`src/rtl/merge_arb2.sv`:
```
// ============================================================================
//  Module      : merge_arb2
//  Description : Clocked 2-to-1 merge stage for the convergent path of the
//                tree NoC. Round-robin arbitration between two valid/ready
//                producers; winners are buffered in a small FIFO together
//                with a 1-bit source tag.
//  Revision    : 1.0  initial release
// ============================================================================
`default_nettype none

module merge_arb2 #(
    parameter int W     = 9,
    parameter int DEPTH = 2
) (
    input  logic                         clk,
    input  logic                         reset,
    input  logic [W-1:0]                 in0_data,
    input  logic                         in0_valid,
    output logic                         in0_ready,
    input  logic [W-1:0]                 in1_data,
    input  logic                         in1_valid,
    output logic                         in1_ready,
    output logic [W-1:0]                 out_data,
    output logic                         out_src,
    output logic                         out_valid,
    input  logic                         out_ready,
    output logic [$clog2(DEPTH+1)-1:0]   occupancy
);

    localparam int PW = (DEPTH > 1) ? $clog2(DEPTH) : 1;
    localparam int CW = $clog2(DEPTH + 1);
    localparam logic [PW-1:0] LAST_IDX = PW'(DEPTH - 1);
    localparam logic [CW-1:0] FULL_CNT = CW'(DEPTH);

    // Each entry holds {source tag, packet}
    logic [W:0]    mem [DEPTH];
    logic [PW-1:0] wr_ptr;
    logic [PW-1:0] rd_ptr;
    logic [CW-1:0] count;
    logic          prio;      // input favoured when both producers contend

    logic          space;
    logic          grant;
    logic          acc0;
    logic          acc1;
    logic          push;
    logic          pop;

    // Grant selection and handshake decode; readies never look at out_ready
    always_comb begin
        space = (count < FULL_CNT);
        grant = 1'b0;
        if (in0_valid && in1_valid) begin
            grant = prio;
        end else if (in1_valid) begin
            grant = 1'b1;
        end
        in0_ready = ~reset & space & ~grant;
        in1_ready = ~reset & space &  grant;
        acc0      = in0_valid & in0_ready;
        acc1      = in1_valid & in1_ready;
        push      = acc0 | acc1;
        out_valid = (count != '0);
        pop       = out_valid & out_ready;
        {out_src, out_data} = mem[rd_ptr];
        occupancy = count;
    end

    // FIFO storage, pointers, occupancy and round-robin pointer
    always_ff @(posedge clk) begin
        if (reset) begin
            for (int i = 0; i < DEPTH; i++) begin
                mem[i] <= '0;
            end
            wr_ptr <= '0;
            rd_ptr <= '0;
            count  <= '0;
            prio   <= 1'b0;
        end else begin
            if (push) begin
                mem[wr_ptr] <= acc1 ? {1'b1, in1_data} : {1'b0, in0_data};
                wr_ptr      <= (wr_ptr == LAST_IDX) ? '0 : wr_ptr + 1'b1;
                // The loser of this acceptance is favoured next time
                prio        <= acc0;
            end
            if (pop) begin
                rd_ptr <= (rd_ptr == LAST_IDX) ? '0 : rd_ptr + 1'b1;
            end
            case ({push, pop})
                2'b10:   count <= count + 1'b1;
                2'b01:   count <= count - 1'b1;
                default: count <= count;
            endcase
        end
    end

endmodule

`default_nettype wire

```
`config.mk`:
```
export PLATFORM = sky130hd
export DESIGN_NAME = merge_arb2
export DESIGN_NICKNAME = d
export VERILOG_FILES = /design/src/rtl/merge_arb2.sv
export SDC_FILE = /design/constraint.sdc
export NUM_CORES = 1
export LEC_CHECK = 0
export CAP_MARGIN = 30
export CORE_UTILIZATION = 41
export CTS_CLUSTER_DIAMETER = 50
export DETAILED_ROUTE_END_ITERATION = 6
export HOLD_SLACK_MARGIN = 0.15
export PLACE_DENSITY_LB_ADDON = 0.05
export SLEW_MARGIN = 20
export SYNTH_ARGS = -nofsm -noshare
export SYNTH_HDL_FRONTEND = slang
export SYNTH_SLANG_ARGS = --single-unit
```
`constraint.sdc`:
```
create_clock -name clk -period 1.8 [get_ports clk]
set_clock_uncertainty 0.15 [all_clocks]
set_input_delay 0.36 -clock clk [delete_from_list [all_inputs] [get_ports clk]]
set_output_delay 0.36 -clock clk [all_outputs]
set_load 0.005 [all_outputs]
```
* After elaboration in Yosys (flattened, before gate mapping)
Memories as Yosys holds them, arrays and structs flattened. A register that Yosys moved wholly into a read port is not among the register bits.
Index checks and enable logic that the tools add are counted.
** Storage, ports and cells
- Bits in writable memories :: 20
- Output and inout port bits :: 15
- Register bits :: 5
- Logic and storage cells :: 41
- Memories kept :: 1
- Input bits :: 23
** Memory list
- mem :: words 2, bits a word 10, read ports 1, clocked after Yosys merged registers in 1, write ports 2, line 36 : logic [W:0] mem [DEPTH];
** Cells by class
- Muxes and demuxes :: 16
- Reduce and logical (&&, ||, !) cells :: 4
- Eq/ne operators :: 2
- Bitwise operators :: 9
- $lt $le $gt $ge :: 1
- Add/subtract/negate cells :: 4
** Operator list (count)
- $mux 10 :: 2
- $mux 1 :: 13
- $reduce_or 10->1 :: 1
- $and 1x1->1 :: 6
- $pmux 2 s2 :: 1
- $reduce_bool 2->1 :: 2
- $add 1x1->1 const B :: 2
- $add 2x1->2 const B :: 1
- $eq 2x1->1 const B :: 1
- $eq 2x2->1 const B :: 1
- $lt 2x2->1 const B :: 1
- $not 1->1 :: 2
- $sub 2x1->2 const B :: 1
- $logic_and 1x1->1 :: 1
- $or 1x1->1 :: 1

* Logic depth before layout (Yosys ltp)
Gate-level depths: netlist of run 1.
- Word-level depth :: 11
- Depth in mapped cells :: 7
- Depth with buffers taken out :: 6

* Least setup slack after synthesis of run 1
No wires, ideal clock.
- Kind :: input -> register
- Start point :: in reset
- End point :: mem mem[0][0] (netlist name) (enable)
- Data required time :: 1.303 ns
- Path slack :: -0.059 ns
- Library setup time :: 0.347 ns
- Path buffers :: 2
- Arrival time :: 1.362 ns
- Cell stages on the path :: 4
- Cell sequence :: buf_6 or4_1 buf_2 nand2b_1
** RTL lines
- from (decl) :: line 16 : input logic reset,
- to (decl) :: line 36

==> results of run 1 <==
worst max-delay path, cell delays in order, from the launching register on:
cell and delay [ns]:
dfxtp_2 0.37, buf_6 0.10, buf_6 0.12, mux2_4 0.30
buf_6 0.11
where the power goes:
part	leakage [uW]	internal, uW	switching (uW)
clock	0.0000150	86.7	168
combinational	0.000493	595	379
sequential	0.000262	788	62.6
total	0.000770	1470	610
cell families after synthesis:
kind of cell | count (synthesis)
XOR/XNOR | 3
AO/OA/AOI/OAI | 35
AND/OR/NAND/NOR | 28
flip-flops | 26
buffers and inverters | 9
adder cells (fa/ha/maj) | 1
multiplexers | 10
cell type report:
cell class / instances / area share [%]
Timing Repair Buffer: 57 / 28.00
Tap cell: 31 / 2.042
Multi-Input combinational cell: 77 / 29.78
Clock buffer: 4 / 1.383
Sequential cell: 26 / 38.21
Inverter: 3 / 0.5929
metal layers:
metal / GRT usage, % / share of wire (%)
met4: 8.362 / 2.5
met1: 25.11 / 42
met5: 0 / 0
met2: 33.89 / 49
met3: 2.721 / 6.7
worst max-delay path by stage:
stage	endpoint	slack, ns	depth (start not counted)
floorplan	occupancy[1]	0.02	6
global placement	in0_ready	-0.47	5
finish	out_data[4]	-0.03	4
detailed placement	in1_ready	-0.50	5
CTS	out_data[2]	-0.04	4
global route	out_data[2]	-0.09	4
sequential cells by signal, indices dropped and copies added (netlist names), named ones only:
| register | cells |
|---|---|
| wr_ptr | 1 |
| prio | 1 |
| rd_ptr | 1 |
| mem | 20 |
| occupancy | 2 |
cells in the final DEF (no fill, tap or decap), types with 2 or more instances in the layout:
master / n
buf_4: 14
edfxtp_1: 20
dfxtp_1: 2
mux2_4: 10
a21oi_1: 21
buf_6: 13
buf_2: 4
clkbuf_4: 3
clkdlybuf4s50_1: 20
dlygate4sd2_1: 4
or3_1: 2
inv_1: 2
nor2_1: 6
xnor2_1: 2
o21ai_0: 11
dfxtp_2: 4
nand3b_1: 10
stage by stage:
step | instance area [um2] | total power, uW | cells | hold slack [ns] | worst slack, ns
2_1_floorplan | 1267 | 1227 | 112 | 0.2956 | 0.02268
3_3_place_gp | 1784 | 1683 | 191 | 0.3173 | -0.4663
3_5_place_dp | 1784 | 1711 | 191 | 0.3273 | -0.5004
4_1_cts | 1877 | 2038 | 198 | 0.3524 | -0.04394
5_1_grt | 1899 | 2200 | 198 | 0.3982 | -0.09045
6_report | 1899 | 2079 | 198 | 0.3809 | -0.02518
what timing repair did:
action | 4_1_cts | 5_1_grt
resized for setup | 78 | 11
hold buffers | 0 | 0
setup buffers | 3 | 0
cloned | 0 | 0
endpoints found under the setup margin | 26 | 13
pin swaps | 2 | 5
==> results.cfg, run 1 <==
[yosys]
dominantRegCellSynth = edfxtp_1
ys.warnings.count = 0
synth_top_family_by_area = compound AO/OA/AOI/OAI gates
synth-simple-area-share_pct = 13.25
yosysMostFrequentCell = a21oi_1
synth.top_cell.area_share_pct = 47.48
synth_edf_count = 20
syn_nets = 136
synth-xor-area-share_pct = 2.077
synth_top_area_cell = edfxtp_1
synth_common_cells = 21 x a21oi_1, 20 x edfxtp_1, 12 x o21ai_0
yosysSeqAreaShare_pct = 56.97
async_reset_ff_share_pct = 0
avgSynthCellArea_um2 = 11.29
synth.distinct_cells = 25
syn_inst = 112
muxShareOfSynthArea_pct = 8.902
synthAdderAreaFrac_pct = 0.9891
yosys-top-cells-area = edfxtp_1 47%, dfxtp_1 9.5%, mux2_2 8.9%
synth_area_um2 = 1265
ys_ff_latch = 26
synth_compound_area_share_pct = 14.34

[timing]
tightest_slew_ns = 0.2621
fin_ws_ns = -0.02518
finalHoldViolCount = 0
rsz0062_at_grt = yes
fin_crit_ns = 1.825
report.final.setup_viol = 6
setup_tns_ns = -0.1014
slew_headroom_pct = 82.35
period_share_pct = 101.4
maxSlewViolCount = 0
clock.fmax_mhz = 547.9

[cts]
cts_buffers = 3
cts.clk_slew.worst_paths_ns = 0.14
insertion_delay_ns = 0.32
clockBufferDepth = 2
cts_tree = yes
cts_root_buffer = clkbuf_4
h-tree-depth = 1
cts_sinks = 26

[detailed_routing]
routed_wl_um = 3052
drc = 4
via_count = 1096
drt-pass1-iter-count = 6
ant_nets = 0
drt_first_iter_violations = 38
vias_per_cell = 5.535
wl_per_cell_um = 15.41

[setup_path]
rr_worst_depth = 4
path_max_fanout = 4
regToRegSetupSlack_ns = 0.07
criticalPathCategory = reg -> out
cp-start-kind = register
critPathArrivalTime_ns = 1.32
r2r_end = mem[0][8]
cp_data_required_time_ns = 1.29
r2r_start = occupancy[1]
worstSetupEndpointType = output port

[layout]
fin_util_pct = 67.14
fillerInstances = 252
nets = 192
antenna_cells = 0
area_growth_pct = 50.15
seq_area_um2 = 725.7
multiInputGateArea_um2 = 565.5
drive_gt1_share_pct = 34.13

[power_and_ir_drop]
leakagePower_uw = 0.0007699
ir_worst_vdd_mv = 0.5626
power_density_nw_per_um2 = 1095

[run]
max-cap-violations = 0

[min_path]
hp-start = in1_valid
whs_path_depth = 2
hold_path_end = prio
hold_class = in -> reg

[status]
outcome = finished with violations
violations = DRC, setup timing

[floorplanning]
die_x_um = 57.55
rows = 19
ios = 38
dieHeight_um = 57.55
core_area_um2 = 2829
start_util_pct = 44.71
dieArea_um2 = 3311

[global_routing]
grt_remaining_overflow = 0
antenna_found_initial = 0
grt_max_degree = 19
gr-usage-all-layers_pct = 19.82
grt_pass1_wl_um = 4871
first_global_vias = 1058

[place]
hpwl_um = 2108
io_buffers = 37
gp_congestion = 0.6650
Power figures use the tool's default switching activity.
==> run 2: changes to the inputs <==
CORE_MARGIN = 10   (was not set)
==> run 2 against run 1 <==
- the flow finishes with violations (setup timing)
- final cell count is 2.5% higher
- total power is 9.9% higher
- wire length increased by 11%
- register-to-register slack is essentially flat
- global-route usage fell by 7.3 points
- largest cell class unchanged
- largest power group unchanged
- die area is 72% higher
- sequential power is 0.5% lower
- hold slack worse by 0.092 ns
- sequential share of layout area down 1.1 points
- setup slack worse by 0.0095 ns
==> results.cfg, run 2 (synthesis results as in run 1) <==
[status]
outcome = finished with violations
violations = setup timing

[global_routing]
gr-usage-met2_pct = 23.14
grt_remaining_overflow = 0
use_met1_pct = 13.88
grt_pass1_wl_um = 5540
grt_use_met3_pct = 2.865
grt_max_degree = 19
antenna_found_initial = 0
gr-usage-all-layers_pct = 12.48
grt_busiest_layer = met2
first_global_vias = 1164

[floorplanning]
ios = 38
die_x_um = 75.55
start_util_pct = 42.12
dieArea_um2 = 5707
dieHeight_um = 75.55
core_area_um2 = 3003
rows = 20

[place]
hpwl_um = 2475
io_buffers = 37
dpl.cell_count = 195
gp_congestion = 0.7349

[layout]
multiInputGateArea_um2 = 583.1
area_growth_pct = 55.49
instances_no_fill = 203
max_flop_register = mem
nets = 195
seq_area_um2 = 730.7
final_cell_mix = 20 x a21oi_1, 20 x clkdlybuf4s50_1, 20 x edfxtp_1
antenna_cells = 0
largest_reg_flops = 20
fillerInstances = 262
drive_gt1_share_pct = 38.24

[setup_path]
r2r_start = occupancy[1]
regToRegSetupSlack_ns = 0.07
crit_family = buffers and inverters
worstSetupEndpointType = output port
crit_buf_inv = 3
slowest_stage = dfxtp_2
cp.depth = 4
crit_chain = buf_6 -> buf_8 -> mux2_4 -> buf_6
criticalPathCategory = reg -> out
critPathMostFrequentCell = buf_6
max_stage_delay_ns = 0.35
cp-start-kind = register
cp_data_required_time_ns = 1.29
path_max_fanout = 5
rr_worst_depth = 6
critPathArrivalTime_ns = 1.32
r2r_end = occupancy[1]

[detailed_routing]
drt-pass1-iter-count = 4
vias_per_cell = 5.305
wl_per_cell_um = 16.65
drt_first_iter_violations = 86
ant_nets = 0
via_count = 1077
drc = 0
routed_wl_um = 3380

[timing]
finalHoldViolCount = 0
rsz0062_at_grt = yes
fin_ws_ns = -0.03464
clock.fmax_mhz = 545.1
setup_tns_ns = -0.2523
report.final.setup_viol = 8
period_share_pct = 101.9
slew_headroom_pct = 80.58
maxSlewViolCount = 0
fin_crit_ns = 1.835
tightest_slew_ns = 0.2909

[cts]
cts_buffers = 3
cts_sinks = 26
cts.clk_slew.worst_paths_ns = 0.15
hold_buffers = 0
h-tree-depth = 1
cts_root_buffer = clkbuf_4
clockBufferDepth = 2
cts_tree = yes
insertion_delay_ns = 0.32

[run]
max-cap-violations = 0

[power_and_ir_drop]
power_density_nw_per_um2 = 1162
ir_worst_vdd_mv = 0.5798
leakagePower_uw = 0.0008021

[min_path]
hp-start = reset
whs_path_depth = 2
hold_class = in -> reg
hold_path_end = prio
[run 2: layout make-up]
cell class,instances,share of cell area [%]
flip-flops and latches,26,37.15
repair buffers,60,27.86
clock buffers,3,1.145
inverters,3,0.5725
multi-input cells,77,29.64
clock inverters,1,1.527
well taps,33,2.099
[run 2: what timing repair did]
item	CTS	global route
setup buffers	2	2
gates resized for setup	85	13
setup endpoints to repair	26	22
pin swaps	1	3
[run 2: how the worst max path moves through the flow]
stage	startpoint	endpoint	slack [ns]
after floorplan	reset	occupancy[1]	0.02
after global placement	in0_valid	in0_ready	-0.46
after detailed placement	in0_valid	in0_ready	-0.51
after CTS	register	out_data[5]	-0.05
after global routing	register	out_data[1]	-0.10
final	register	out_data[1]	-0.03
[run 2: stage by stage]
| step | utilization (%) | total power [uW] | hold slack [ns] | instance area [um2] | setup slack [ns] |
|---|---|---|---|---|---|
| finish | 65.50 | 2285 | 0.2885 | 1967 | -0.03464 |
| detailed placement | 59.58 | 1723 | 0.3423 | 1789 | -0.5074 |
| CTS | 63.92 | 2219 | 0.2686 | 1919 | -0.05096 |
| global placement | 59.58 | 1703 | 0.3327 | 1789 | -0.4597 |
| global route | 65.50 | 2432 | 0.2848 | 1967 | -0.1022 |
| floorplan | - | 1227 | 0.2956 | 1267 | 0.02268 |
[run 2: routing by layer]
metal,part of all wire [%],vias to the layer above
met5,0,-
met4,0.44,0
met3,3.7,2
met2,53,23
met1,43,522
li1,-,530
[run 2: where the power goes]
part / internal, uW / switching [uW]
clock: 225 / 176
combinational: 637 / 400
sequential: 794 / 52.7
total: 1660 / 629
==> run 3: changes to the inputs <==
CORE_UTILIZATION = 46   (was 41)
clock period = 1.7 ns   (was 1.8 ns; I/O delays follow)
==> run 3 against run 2 <==
- the run still ends with setup timing left
- first-iteration DRC count decreased by 4.7%
- hold slack gained 0.11 ns
- sequential share of layout area fell by 2.4 points
- utilization increased by 17 points
- wire length up 8.6%
- sequential cell count unchanged
- critical endpoint is now out_data[4]
- highest routed layer unchanged
==> results.cfg, run 3 (synthesis results as in run 1) <==
[place]
hpwl_um = 2466
dpl.cell_count = 194
io_buffers = 37
place_area_um2 = 1821
gp_congestion = 0.7376

[global_routing]
grt_remaining_overflow = 0
gr-usage-all-layers_pct = 13.20
antenna_found_initial = 0
first_global_vias = 1211
grt_pass1_wl_um = 5637
grt_max_degree = 19

[cts]
clockBufferDepth = 2
cts.clk_slew.worst_paths_ns = 0.14
h-tree-depth = 1
insertion_delay_ns = 0.32
cts_sinks = 26
cts_buffers = 3
cts_tree = yes
cts_root_buffer = clkbuf_4

[detailed_routing]
drc = 0
via_count = 1143
wl_per_cell_um = 18.00
drt-pass1-iter-count = 4
drt_first_iter_violations = 82
ant_nets = 0
vias_per_cell = 5.603
routed_wl_um = 3672

[timing]
slew_headroom_pct = 73.20
finalHoldViolCount = 0
report.final.setup_viol = 10
rsz0062_at_grt = yes
clock.fmax_mhz = 570.2
period_share_pct = 103.2
tightest_slew_ns = 0.3978
fin_ws_ns = -0.05363
setup_tns_ns = -0.4325
maxSlewViolCount = 0
fin_crit_ns = 1.754

[power_and_ir_drop]
comb_power_share_pct = 47.7
total_power_uw = 2578
ir_worst_vdd_mv = 0.8974
power_density_nw_per_um2 = 1222
intPower_uw = 1847
leakagePower_uw = 0.0008491
power.net_switching_uw = 730.7
swShare_pct = 28.34
seq_power_share_pct = 35.8
p_clk_share_pct = 16.5

[floorplanning]
dieHeight_um = 72.44
rows = 18
die_x_um = 72.44
start_util_pct = 49.71
core_area_um2 = 2545
ios = 38
dieArea_um2 = 5248

[setup_path]
r2r_start = occupancy[1]
worstSetupEndpointType = output port
criticalPathCategory = reg -> out
critPathArrivalTime_ns = 1.26
rr_worst_depth = 4
r2r_end = mem[0][8]
cp-start-kind = register
regToRegSetupSlack_ns = 0.03
path_max_fanout = 4
cp_data_required_time_ns = 1.21

[layout]
fin_util_pct = 82.89
final_area_um2 = 2110
max_flop_register = mem
antenna_cells = 0
nets = 199
area_growth_pct = 66.77
final_common_cell = edfxtp_1
largest_reg_flops = 20
final_cell_mix = 20 x edfxtp_1, 19 x clkdlybuf4s50_1, 18 x buf_4
drive_gt1_share_pct = 45.40
instances_no_fill = 204

[min_path]
whs_path_depth = 2
hp-start = in1_valid
hold_path_end = prio
hold_class = in -> reg

[run]
max-cap-violations = 0

[status]
outcome = finished with violations
violations = setup timing
==> run 3: power by group through the flow <==
stage	Combinational, uW	Sequential (uW)	Clock, uW
6_report	1230	923	425
4_1_cts	1070	915	422
3_3_place_gp	922	896	0
5_1_grt	1330	938	458
3_5_place_dp	942	903	0
2_1_floorplan	411	896	0
==> run 3: metal layers <==
metal / GRT usage (%) / share of wire (%) / up-vias
met5: 0 / 0 / -
met4: 4.008 / 1.5 / 0
met3: 3.946 / 6.6 / 6
met2: 23.71 / 53 / 41
met1: 14.51 / 39 / 550
li1: - / - / 546
==> run 3: final cells by class <==
cell class / instances / area, um2
clock buffers: 3 / 22.52
clock inverters: 1 / 30.03
fillers: 154 / 435.4
inverters: 3 / 11.26
multi-input cells: 78 / 653.1
flip-flops and latches: 26 / 733.2
well taps: 30 / 37.54
repair buffers: 63 / 621.8
==> run 3: how the worst max path moves through the flow <==
stage,to,slack (ns)
4_1_cts,out_data[8],-0.06
3_5_place_dp,in1_ready,-0.55
6_report,out_data[4],-0.05
2_1_floorplan,occupancy[1],0.01
5_1_grt,out_data[4],-0.11
3_3_place_gp,in0_ready,-0.53
==> run 3: per-stage QoR <==
stage               setup slack (ns)  hold WS (ns)
global placement             -0.5336        0.3510
CTS                         -0.06183        0.3912
finish                      -0.05363        0.3940
global route                 -0.1079        0.3969
floorplan                   0.009612        0.2962
detailed placement           -0.5525        0.3733
==> run 3: worst max-delay path: stages (launching register included) <==
cell	delay, ns
dfxtp_4	0.40
buf_6	0.13
mux2_4	0.30
buf_6	0.12
==> run 3: timing repair <==
item,4_1_cts,5_1_grt
pin swaps,3,1
resized for setup,91,27
gates cloned,1,1
endpoints found under the setup margin,41,27
buffers inserted,3,2
hold buffers,0,0
